`config.mk`:
```
export PLATFORM = sky130hd
export DESIGN_NAME = mem_port_arbiter_flat
export DESIGN_NICKNAME = d
export VERILOG_FILES = /design/src/rtl/mem_port_arbiter_if.sv /design/src/rtl/mem_port_arbiter.sv /design/src/flat_wrapper.sv
export SDC_FILE = /design/constraint.sdc
export NUM_CORES = 1
export LEC_CHECK = 0
export BUFFER_PORTS_ARGS = -buffer_cell sky130_fd_sc_hd__buf_2
export CORE_ASPECT_RATIO = 1.2
export CORE_MARGIN = 4
export CORE_UTILIZATION = 25
export CTS_CLUSTER_SIZE = 30
export DETAILED_ROUTE_END_ITERATION = 10
export GPL_TIMING_DRIVEN = 1
export PLACE_DENSITY = 0.46
export RECOVER_POWER = 50
export REMOVE_ABC_BUFFERS = 1
export SYNTH_ARGS = -nofsm -noshare
export SYNTH_HDL_FRONTEND = slang
export SYNTH_SLANG_ARGS = --single-unit
```
`constraint.sdc`:
```
create_clock -name clk -period 4.2 [get_ports clk]
set_input_delay 0.21 -clock clk [delete_from_list [all_inputs] [get_ports clk]]
set_output_delay 0.21 -clock clk [all_outputs]
set_load 0.005 [all_outputs]
```
`src/rtl/mem_port_arbiter_if.sv`:
```
// Bundle of requester, memory and status signals shared by the memory-port arbiter.
// The arbiter connects through the slave modport; the requester/memory side uses master.
interface mem_port_arbiter_if #(
    parameter int AW = 8,
    parameter int DW = 16
);
    logic          f_req;
    logic [AW-1:0] f_addr;
    logic          f_ack;
    logic [DW-1:0] f_rdata;

    logic          c_req;
    logic [1:0]    c_rw;
    logic [AW-1:0] c_addr;
    logic [DW-1:0] c_wdata;
    logic          c_ack;
    logic [DW-1:0] c_rdata;

    logic [AW-1:0] m_addr;
    logic [DW-1:0] m_wdata;
    logic [1:0]    m_rw;
    logic [DW-1:0] m_rdata;
    logic          m_ack_read;
    logic          m_ack_write;

    logic [1:0]    grant;
    logic          err;
    logic          busy;

    modport slave (
        input  f_req, f_addr, c_req, c_rw, c_addr, c_wdata,
        input  m_rdata, m_ack_read, m_ack_write,
        output f_ack, f_rdata, c_ack, c_rdata,
        output m_addr, m_wdata, m_rw, grant, err, busy
    );

    modport master (
        output f_req, f_addr, c_req, c_rw, c_addr, c_wdata,
        output m_rdata, m_ack_read, m_ack_write,
        input  f_ack, f_rdata, c_ack, c_rdata,
        input  m_addr, m_wdata, m_rw, grant, err, busy
    );
endinterface

```
`src/rtl/mem_port_arbiter.sv`:
```
// Round-robin arbiter sharing one memory port between instruction fetch and the cache.
// Requesters use four-phase req/ack; the memory side uses dual-rail read_Nwrite with
// return-to-null between transfers. All asynchronous handshake inputs are synchronized.
module mem_port_arbiter #(
    parameter int AW          = 8,
    parameter int DW          = 16,
    parameter int SYNC_STAGES = 2
) (
    input logic               clk,
    input logic               rst_n,
    mem_port_arbiter_if.slave bus
);

    localparam int NS = (SYNC_STAGES < 2) ? 2 : SYNC_STAGES;

    localparam logic [1:0] RW_NULL  = 2'b00;
    localparam logic [1:0] RW_READ  = 2'b10;
    localparam logic [1:0] RW_WRITE = 2'b01;
    localparam logic [1:0] RW_ILL   = 2'b11;

    typedef enum logic [1:0] {
        IDLE,
        ISSUE,
        RELEASE
    } state_t;

    // Synchronizer chain: bit 0 f_req, 1 c_req, 2 m_ack_read, 3 m_ack_write
    logic [3:0] sync_q [NS];
    logic [3:0] sync_d [NS];

    logic f_req_s;
    logic c_req_s;
    logic ack_r_s;
    logic ack_w_s;

    state_t        state_q,      state_d;
    logic          last_cache_q, last_cache_d;
    logic [1:0]    grant_q,      grant_d;
    logic [1:0]    m_rw_q,       m_rw_d;
    logic [AW-1:0] m_addr_q,     m_addr_d;
    logic [DW-1:0] m_wdata_q,    m_wdata_d;
    logic          f_ack_q,      f_ack_d;
    logic          c_ack_q,      c_ack_d;
    logic [DW-1:0] f_rdata_q,    f_rdata_d;
    logic [DW-1:0] c_rdata_q,    c_rdata_d;
    logic          err_q,        err_d;

    logic c_legal;
    logic c_elig;
    logic pick_cache;
    logic exp_ack;
    logic grantee_req;

    assign f_req_s = sync_q[NS-1][0];
    assign c_req_s = sync_q[NS-1][1];
    assign ack_r_s = sync_q[NS-1][2];
    assign ack_w_s = sync_q[NS-1][3];

    assign c_legal     = (bus.c_rw == RW_READ) || (bus.c_rw == RW_WRITE);
    assign c_elig      = c_req_s && c_legal;
    assign pick_cache  = c_elig && (!f_req_s || !last_cache_q);
    assign exp_ack     = (m_rw_q == RW_READ) ? ack_r_s : ack_w_s;
    assign grantee_req = grant_q[0] ? f_req_s : c_req_s;

    // Shift raw handshake inputs one stage per clock toward the synchronized output
    always_comb begin
        sync_d[0] = {bus.m_ack_write, bus.m_ack_read, bus.c_req, bus.f_req};
        for (int i = 1; i < NS; i++) begin
            sync_d[i] = sync_q[i-1];
        end
    end

    // Synchronizer flops, cleared by reset so stale handshakes are forgotten
    always_ff @(posedge clk or negedge rst_n) begin
        if (!rst_n) begin
            for (int i = 0; i < NS; i++) begin
                sync_q[i] <= '0;
            end
        end else begin
            for (int i = 0; i < NS; i++) begin
                sync_q[i] <= sync_d[i];
            end
        end
    end

    // Next-state logic: grant in IDLE, wait for the matching memory ack in ISSUE,
    // wait for the full return-to-null of both sides in RELEASE
    always_comb begin
        state_d      = state_q;
        last_cache_d = last_cache_q;
        grant_d      = grant_q;
        m_rw_d       = m_rw_q;
        m_addr_d     = m_addr_q;
        m_wdata_d    = m_wdata_q;
        f_ack_d      = f_ack_q;
        c_ack_d      = c_ack_q;
        f_rdata_d    = f_rdata_q;
        c_rdata_d    = c_rdata_q;
        err_d        = err_q;

        case (state_q)
            IDLE: begin
                if (c_req_s && (bus.c_rw == RW_ILL)) begin
                    err_d = 1'b1;
                end
                if (f_req_s || c_elig) begin
                    state_d = ISSUE;
                    if (pick_cache) begin
                        grant_d   = 2'b10;
                        m_rw_d    = bus.c_rw;
                        m_addr_d  = bus.c_addr;
                        m_wdata_d = bus.c_wdata;
                    end else begin
                        grant_d  = 2'b01;
                        m_rw_d   = RW_READ;
                        m_addr_d = bus.f_addr;
                    end
                end
            end
            ISSUE: begin
                if (exp_ack) begin
                    if (m_rw_q == RW_READ) begin
                        if (grant_q[0]) begin
                            f_rdata_d = bus.m_rdata;
                        end else begin
                            c_rdata_d = bus.m_rdata;
                        end
                    end
                    if (grant_q[0]) begin
                        f_ack_d = 1'b1;
                    end else begin
                        c_ack_d = 1'b1;
                    end
                    m_rw_d  = RW_NULL;
                    state_d = RELEASE;
                end
            end
            RELEASE: begin
                if (!ack_r_s && !ack_w_s && !grantee_req) begin
                    f_ack_d      = 1'b0;
                    c_ack_d      = 1'b0;
                    grant_d      = 2'b00;
                    last_cache_d = grant_q[1];
                    state_d      = IDLE;
                end
            end
            default: begin
                state_d = IDLE;
            end
        endcase
    end

    // Arbiter state and registered outputs; reset aborts any transfer in flight
    always_ff @(posedge clk or negedge rst_n) begin
        if (!rst_n) begin
            state_q      <= IDLE;
            last_cache_q <= 1'b1;
            grant_q      <= 2'b00;
            m_rw_q       <= RW_NULL;
            m_addr_q     <= '0;
            m_wdata_q    <= '0;
            f_ack_q      <= 1'b0;
            c_ack_q      <= 1'b0;
            f_rdata_q    <= '0;
            c_rdata_q    <= '0;
            err_q        <= 1'b0;
        end else begin
            state_q      <= state_d;
            last_cache_q <= last_cache_d;
            grant_q      <= grant_d;
            m_rw_q       <= m_rw_d;
            m_addr_q     <= m_addr_d;
            m_wdata_q    <= m_wdata_d;
            f_ack_q      <= f_ack_d;
            c_ack_q      <= c_ack_d;
            f_rdata_q    <= f_rdata_d;
            c_rdata_q    <= c_rdata_d;
            err_q        <= err_d;
        end
    end

    assign bus.f_ack   = f_ack_q;
    assign bus.c_ack   = c_ack_q;
    assign bus.f_rdata = f_rdata_q;
    assign bus.c_rdata = c_rdata_q;
    assign bus.m_rw    = m_rw_q;
    assign bus.m_addr  = m_addr_q;
    assign bus.m_wdata = m_wdata_q;
    assign bus.grant   = grant_q;
    assign bus.err     = err_q;
    assign bus.busy    = (state_q != IDLE);

endmodule
```
`src/flat_wrapper.sv`:
```
// flat-port wrapper written by rule: the top's interface ports become plain ports
module mem_port_arbiter_flat 
#(
    parameter int AW          = 8,
    parameter int DW          = 16,
    parameter int SYNC_STAGES = 2
)
  (clk, rst_n, bus_f_req, bus_f_addr, bus_c_req, bus_c_rw, bus_c_addr, bus_c_wdata, bus_m_rdata, bus_m_ack_read, bus_m_ack_write, bus_f_ack, bus_f_rdata, bus_c_ack, bus_c_rdata, bus_m_addr, bus_m_wdata, bus_m_rw, bus_grant, bus_err, bus_busy);
  mem_port_arbiter_if #(.AW(AW), .DW(DW)) bus_i ();
  input logic clk;
  input logic rst_n;
  input wire logic [$bits(bus_i.f_req)-1:0] bus_f_req;
  input wire logic [$bits(bus_i.f_addr)-1:0] bus_f_addr;
  input wire logic [$bits(bus_i.c_req)-1:0] bus_c_req;
  input wire logic [$bits(bus_i.c_rw)-1:0] bus_c_rw;
  input wire logic [$bits(bus_i.c_addr)-1:0] bus_c_addr;
  input wire logic [$bits(bus_i.c_wdata)-1:0] bus_c_wdata;
  input wire logic [$bits(bus_i.m_rdata)-1:0] bus_m_rdata;
  input wire logic [$bits(bus_i.m_ack_read)-1:0] bus_m_ack_read;
  input wire logic [$bits(bus_i.m_ack_write)-1:0] bus_m_ack_write;
  output wire logic [$bits(bus_i.f_ack)-1:0] bus_f_ack;
  output wire logic [$bits(bus_i.f_rdata)-1:0] bus_f_rdata;
  output wire logic [$bits(bus_i.c_ack)-1:0] bus_c_ack;
  output wire logic [$bits(bus_i.c_rdata)-1:0] bus_c_rdata;
  output wire logic [$bits(bus_i.m_addr)-1:0] bus_m_addr;
  output wire logic [$bits(bus_i.m_wdata)-1:0] bus_m_wdata;
  output wire logic [$bits(bus_i.m_rw)-1:0] bus_m_rw;
  output wire logic [$bits(bus_i.grant)-1:0] bus_grant;
  output wire logic [$bits(bus_i.err)-1:0] bus_err;
  output wire logic [$bits(bus_i.busy)-1:0] bus_busy;
  assign bus_i.f_req = bus_f_req;
  assign bus_i.f_addr = bus_f_addr;
  assign bus_i.c_req = bus_c_req;
  assign bus_i.c_rw = bus_c_rw;
  assign bus_i.c_addr = bus_c_addr;
  assign bus_i.c_wdata = bus_c_wdata;
  assign bus_i.m_rdata = bus_m_rdata;
  assign bus_i.m_ack_read = bus_m_ack_read;
  assign bus_i.m_ack_write = bus_m_ack_write;
  assign bus_f_ack = bus_i.f_ack;
  assign bus_f_rdata = bus_i.f_rdata;
  assign bus_c_ack = bus_i.c_ack;
  assign bus_c_rdata = bus_i.c_rdata;
  assign bus_m_addr = bus_i.m_addr;
  assign bus_m_wdata = bus_i.m_wdata;
  assign bus_m_rw = bus_i.m_rw;
  assign bus_grant = bus_i.grant;
  assign bus_err = bus_i.err;
  assign bus_busy = bus_i.busy;
  mem_port_arbiter #(.AW(AW), .DW(DW), .SYNC_STAGES(SYNC_STAGES)) u_core (.clk(clk), .rst_n(rst_n), .bus(bus_i));
endmodule
```
==> results.cfg <==
[place]
dpl_cell_area_sq_um = 3684
io_buffers = 119
globalplace.congestion = 0.7270
placed_cells = 451
place_ws_ns = 2.200
place_hpwl_mm = 5.047

[timing]
fin_tns_setup_ns = 0
rsz0062_at_grt = no
final.min_clock_period_ns = 1.928
finalHoldViolations = 0
slew_headroom = -0.2592
slew_violations = 75
max_freq_mhz = 518.5
worst_slew_pin_slew_ns = 1.889
clock_skew_ns = 0.003802
hold_ws_ns = 0.08215
setup_ws_ns = 2.272
min_period_over_period = 0.4592
finalSetupViolCount = 0

[global_routing]
grt_pass1_wl_mm = 11.25
grt_max_degree = 75
grt_pass1_vias = 2156
grt.overflow.total = 0
grt_antenna_before_repair = 0
grtUsageTotal = 0.1080

[drt]
wl_mm = 7.038
postRouteAntennaNets = 0
via_per_inst = 4.151
via_count = 1955
drt_first_pass_iters = 4
initialDrtViolationCount = 40
drc = 0
routedWlPerCell_um = 14.94

[power_and_ir_drop]
ir_worst_vdd_mv = 0.2211
cellPowerDensity_nw_per_um2 = 770.2
p_total_mw = 3.124
power.leakage_nw = 2.013

[setup_path]
crit_arrival_ns = 2.14
crit_fanout = 16
reg2reg_from = u_core.state_q[1]
slowest_stage = nor2b_1
path_class = flop to flop
worst-r2r-cell-count = 3
worst-endpoint-required_ns = 4.41
crit_path_start_kind = flop
cpPeakStageDelay_ns = 0.48
ff2ff_setup_slack_ns = 2.27
worst_setup_path_end_kind = flop
r2r_end = u_core.bus.f_rdata[13]
path_cells = nor2b_1 > nand4_4 > mux2_4

[cells_and_area]
layout-drive-gt1-share = 0.5637
finalInstanceArea_sq_um = 4056
antennaDiodeCount = 0
area_growth_pct = 37.90
fin_nets = 366
fill_cells = 1198
finalNonFillerCells = 471
fin_util = 0.3523

[flow_run]
maxCapViolations = 1

[yosys]
synth.distinct_cells = 30
ys.warnings.count = 0
ys.flop_type = dfrtp_1
netlist_instances = 182
syn-mean-instance-area_sq_um = 16.16
yosysTopAreaCellShare = 0.6210
async_flop_share = 1.000
synth_seq_cells = 74
synth_area_leader_cell = dfrtp_1
synth_area_leaders = dfrtp_1 62%, mux2_2 11%, mux2_4 10%, a22o_1 2.7%, a21o_1 2.6%
syn_area_sq_um = 2942
synth_edf_count = 0
synth_seq_area_share = 0.6299

[floorplanning]
die_y_um = 126.8
start_util = 0.2555
coreArea_sq_um = 11510
pin_count = 120
die_w_um = 107.0
fp-row-count = 43
die-area_sq_um = 13570

[clock_network]
cts_buffers = 9
numClockSinks = 74
cts-root-buf = clkbuf_16
clkTransAtPathRegs_ns = 0.06
insertion_delay_ns = 0.33
htree_levels = 3
clk_path_buf_depth = 2
post_cts_buffers = 0
tritoncts = yes

[min_path]
hold_path_end = u_core.bus.m_addr[5]
hp-start = bus_c_addr[5]
hold_class = primary input to flop
min_path_cells = 2

[run_status]
outcome = complete, but fails checks
violations = capacitance limit, slew limit
==> cell type report <==
cell class	instances	area (sq um)	area share
Clock inverter	4	97.59	0.02406
Timing Repair Buffer	123	616.8	0.1521
Clock buffer	12	256.5	0.06323
Tap cell	157	196.4	0.04843
Sequential cell	74	1853	0.4568
Multi-Input combinational cell	100	1032	0.2545
Inverter	1	3.754	0.0009254
==> worst max-delay path: cells and delay by family, from the launching register on <==
family / cells / cell delay [ns]
simple gates: 2 / 0.95
mux: 1 / 0.44
flops: 1 / 0.42
==> layer usage <==
layer  up-vias  track usage  routed length (um)
li1        915            -                   -
met1       979       0.1209                2750
met2        50       0.1882                3844
met3        11      0.02188                 284
met4         0      0.06321                 158
met5         -            0                   0
==> placed cells by master (no fill, tap or decap), types with 5 or more instances in the layout <==
master	count
dfrtp_1	73
mux2_2	30
clkbuf_16	9
mux2_4	20
a21o_1	10
nand2_1	5
buf_2	103
a22o_1	9
clkbuf_1	16
==> logic make-up (layout without fill, tap and decap cells) <==
| group | count (synthesis) | after routing | share of synthesized area |
|---|---|---|---|
| AO/OA/AOI/OAI | 29 | 29 | 0.07699 |
| adder cells (fa/ha/maj) | 1 | 1 | 0.004253 |
| buffers and inverters | 8 | 140 | 0.01914 |
| flip-flops | 74 | 74 | 0.6299 |
| multiplexers | 51 | 51 | 0.2203 |
| AND/OR/NAND/NOR | 19 | 19 | 0.04934 |
==> flip-flops by register name, indices dropped and copies added, names as in the netlist, 2 cells and up <==
register and count:
u_core.bus.m_addr 8, u_core.bus.grant 2, u_core.bus.c_rdata 16, u_core.bus.f_rdata 16
u_core.state_q 2, u_core.bus.m_wdata 16, u_core.sync_d 4, u_core.bus.m_rw 2
==> where the power goes <==
group	internal (mW)	total, mW	switching (mW)
Clock	0.613	0.908	0.295
Combinational	0.587	0.988	0.402
Sequential	1.04	1.23	0.188
==> cell usage after synthesis (2+ instances only) <==
master / instances
dfrtp_1: 73
mux2_2: 30
a31o_2: 2
a21o_1: 10
mux2_4: 20
o21ai_0: 3
buf_4: 2
buf_6: 2
nor2b_1: 2
nand2b_1: 4
nand2_1: 5
a22o_1: 9
buf_2: 3
==> worst max path at each step <==
stage | from | to | depth (start not counted) | slack (ns)
after global placement | bus_c_rw[0] | u_core.bus.m_wdata[15] | 6 | 2.20
final | u_core.state_q[1] | u_core.bus.f_rdata[13] | 3 | 2.27
after global routing | u_core.state_q[1] | u_core.bus.m_wdata[12] | 4 | 2.16
after detailed placement | bus_c_rw[0] | u_core.bus.m_wdata[2] | 6 | 2.20
after CTS | u_core.state_q[1] | u_core.bus.m_wdata[12] | 4 | 2.26
after floorplan | u_core.state_q[1] | u_core.bus.c_rdata[0] | 3 | 2.53
==> timing repair <==
item / 4_1_cts / 5_1_grt
resized for setup: 0 / 0
endpoints found under the setup margin: 0 / 0
hold buffers: 4 / 0
endpoints found under the hold margin: 4 / 0
(Power assumes the default switching activity.)
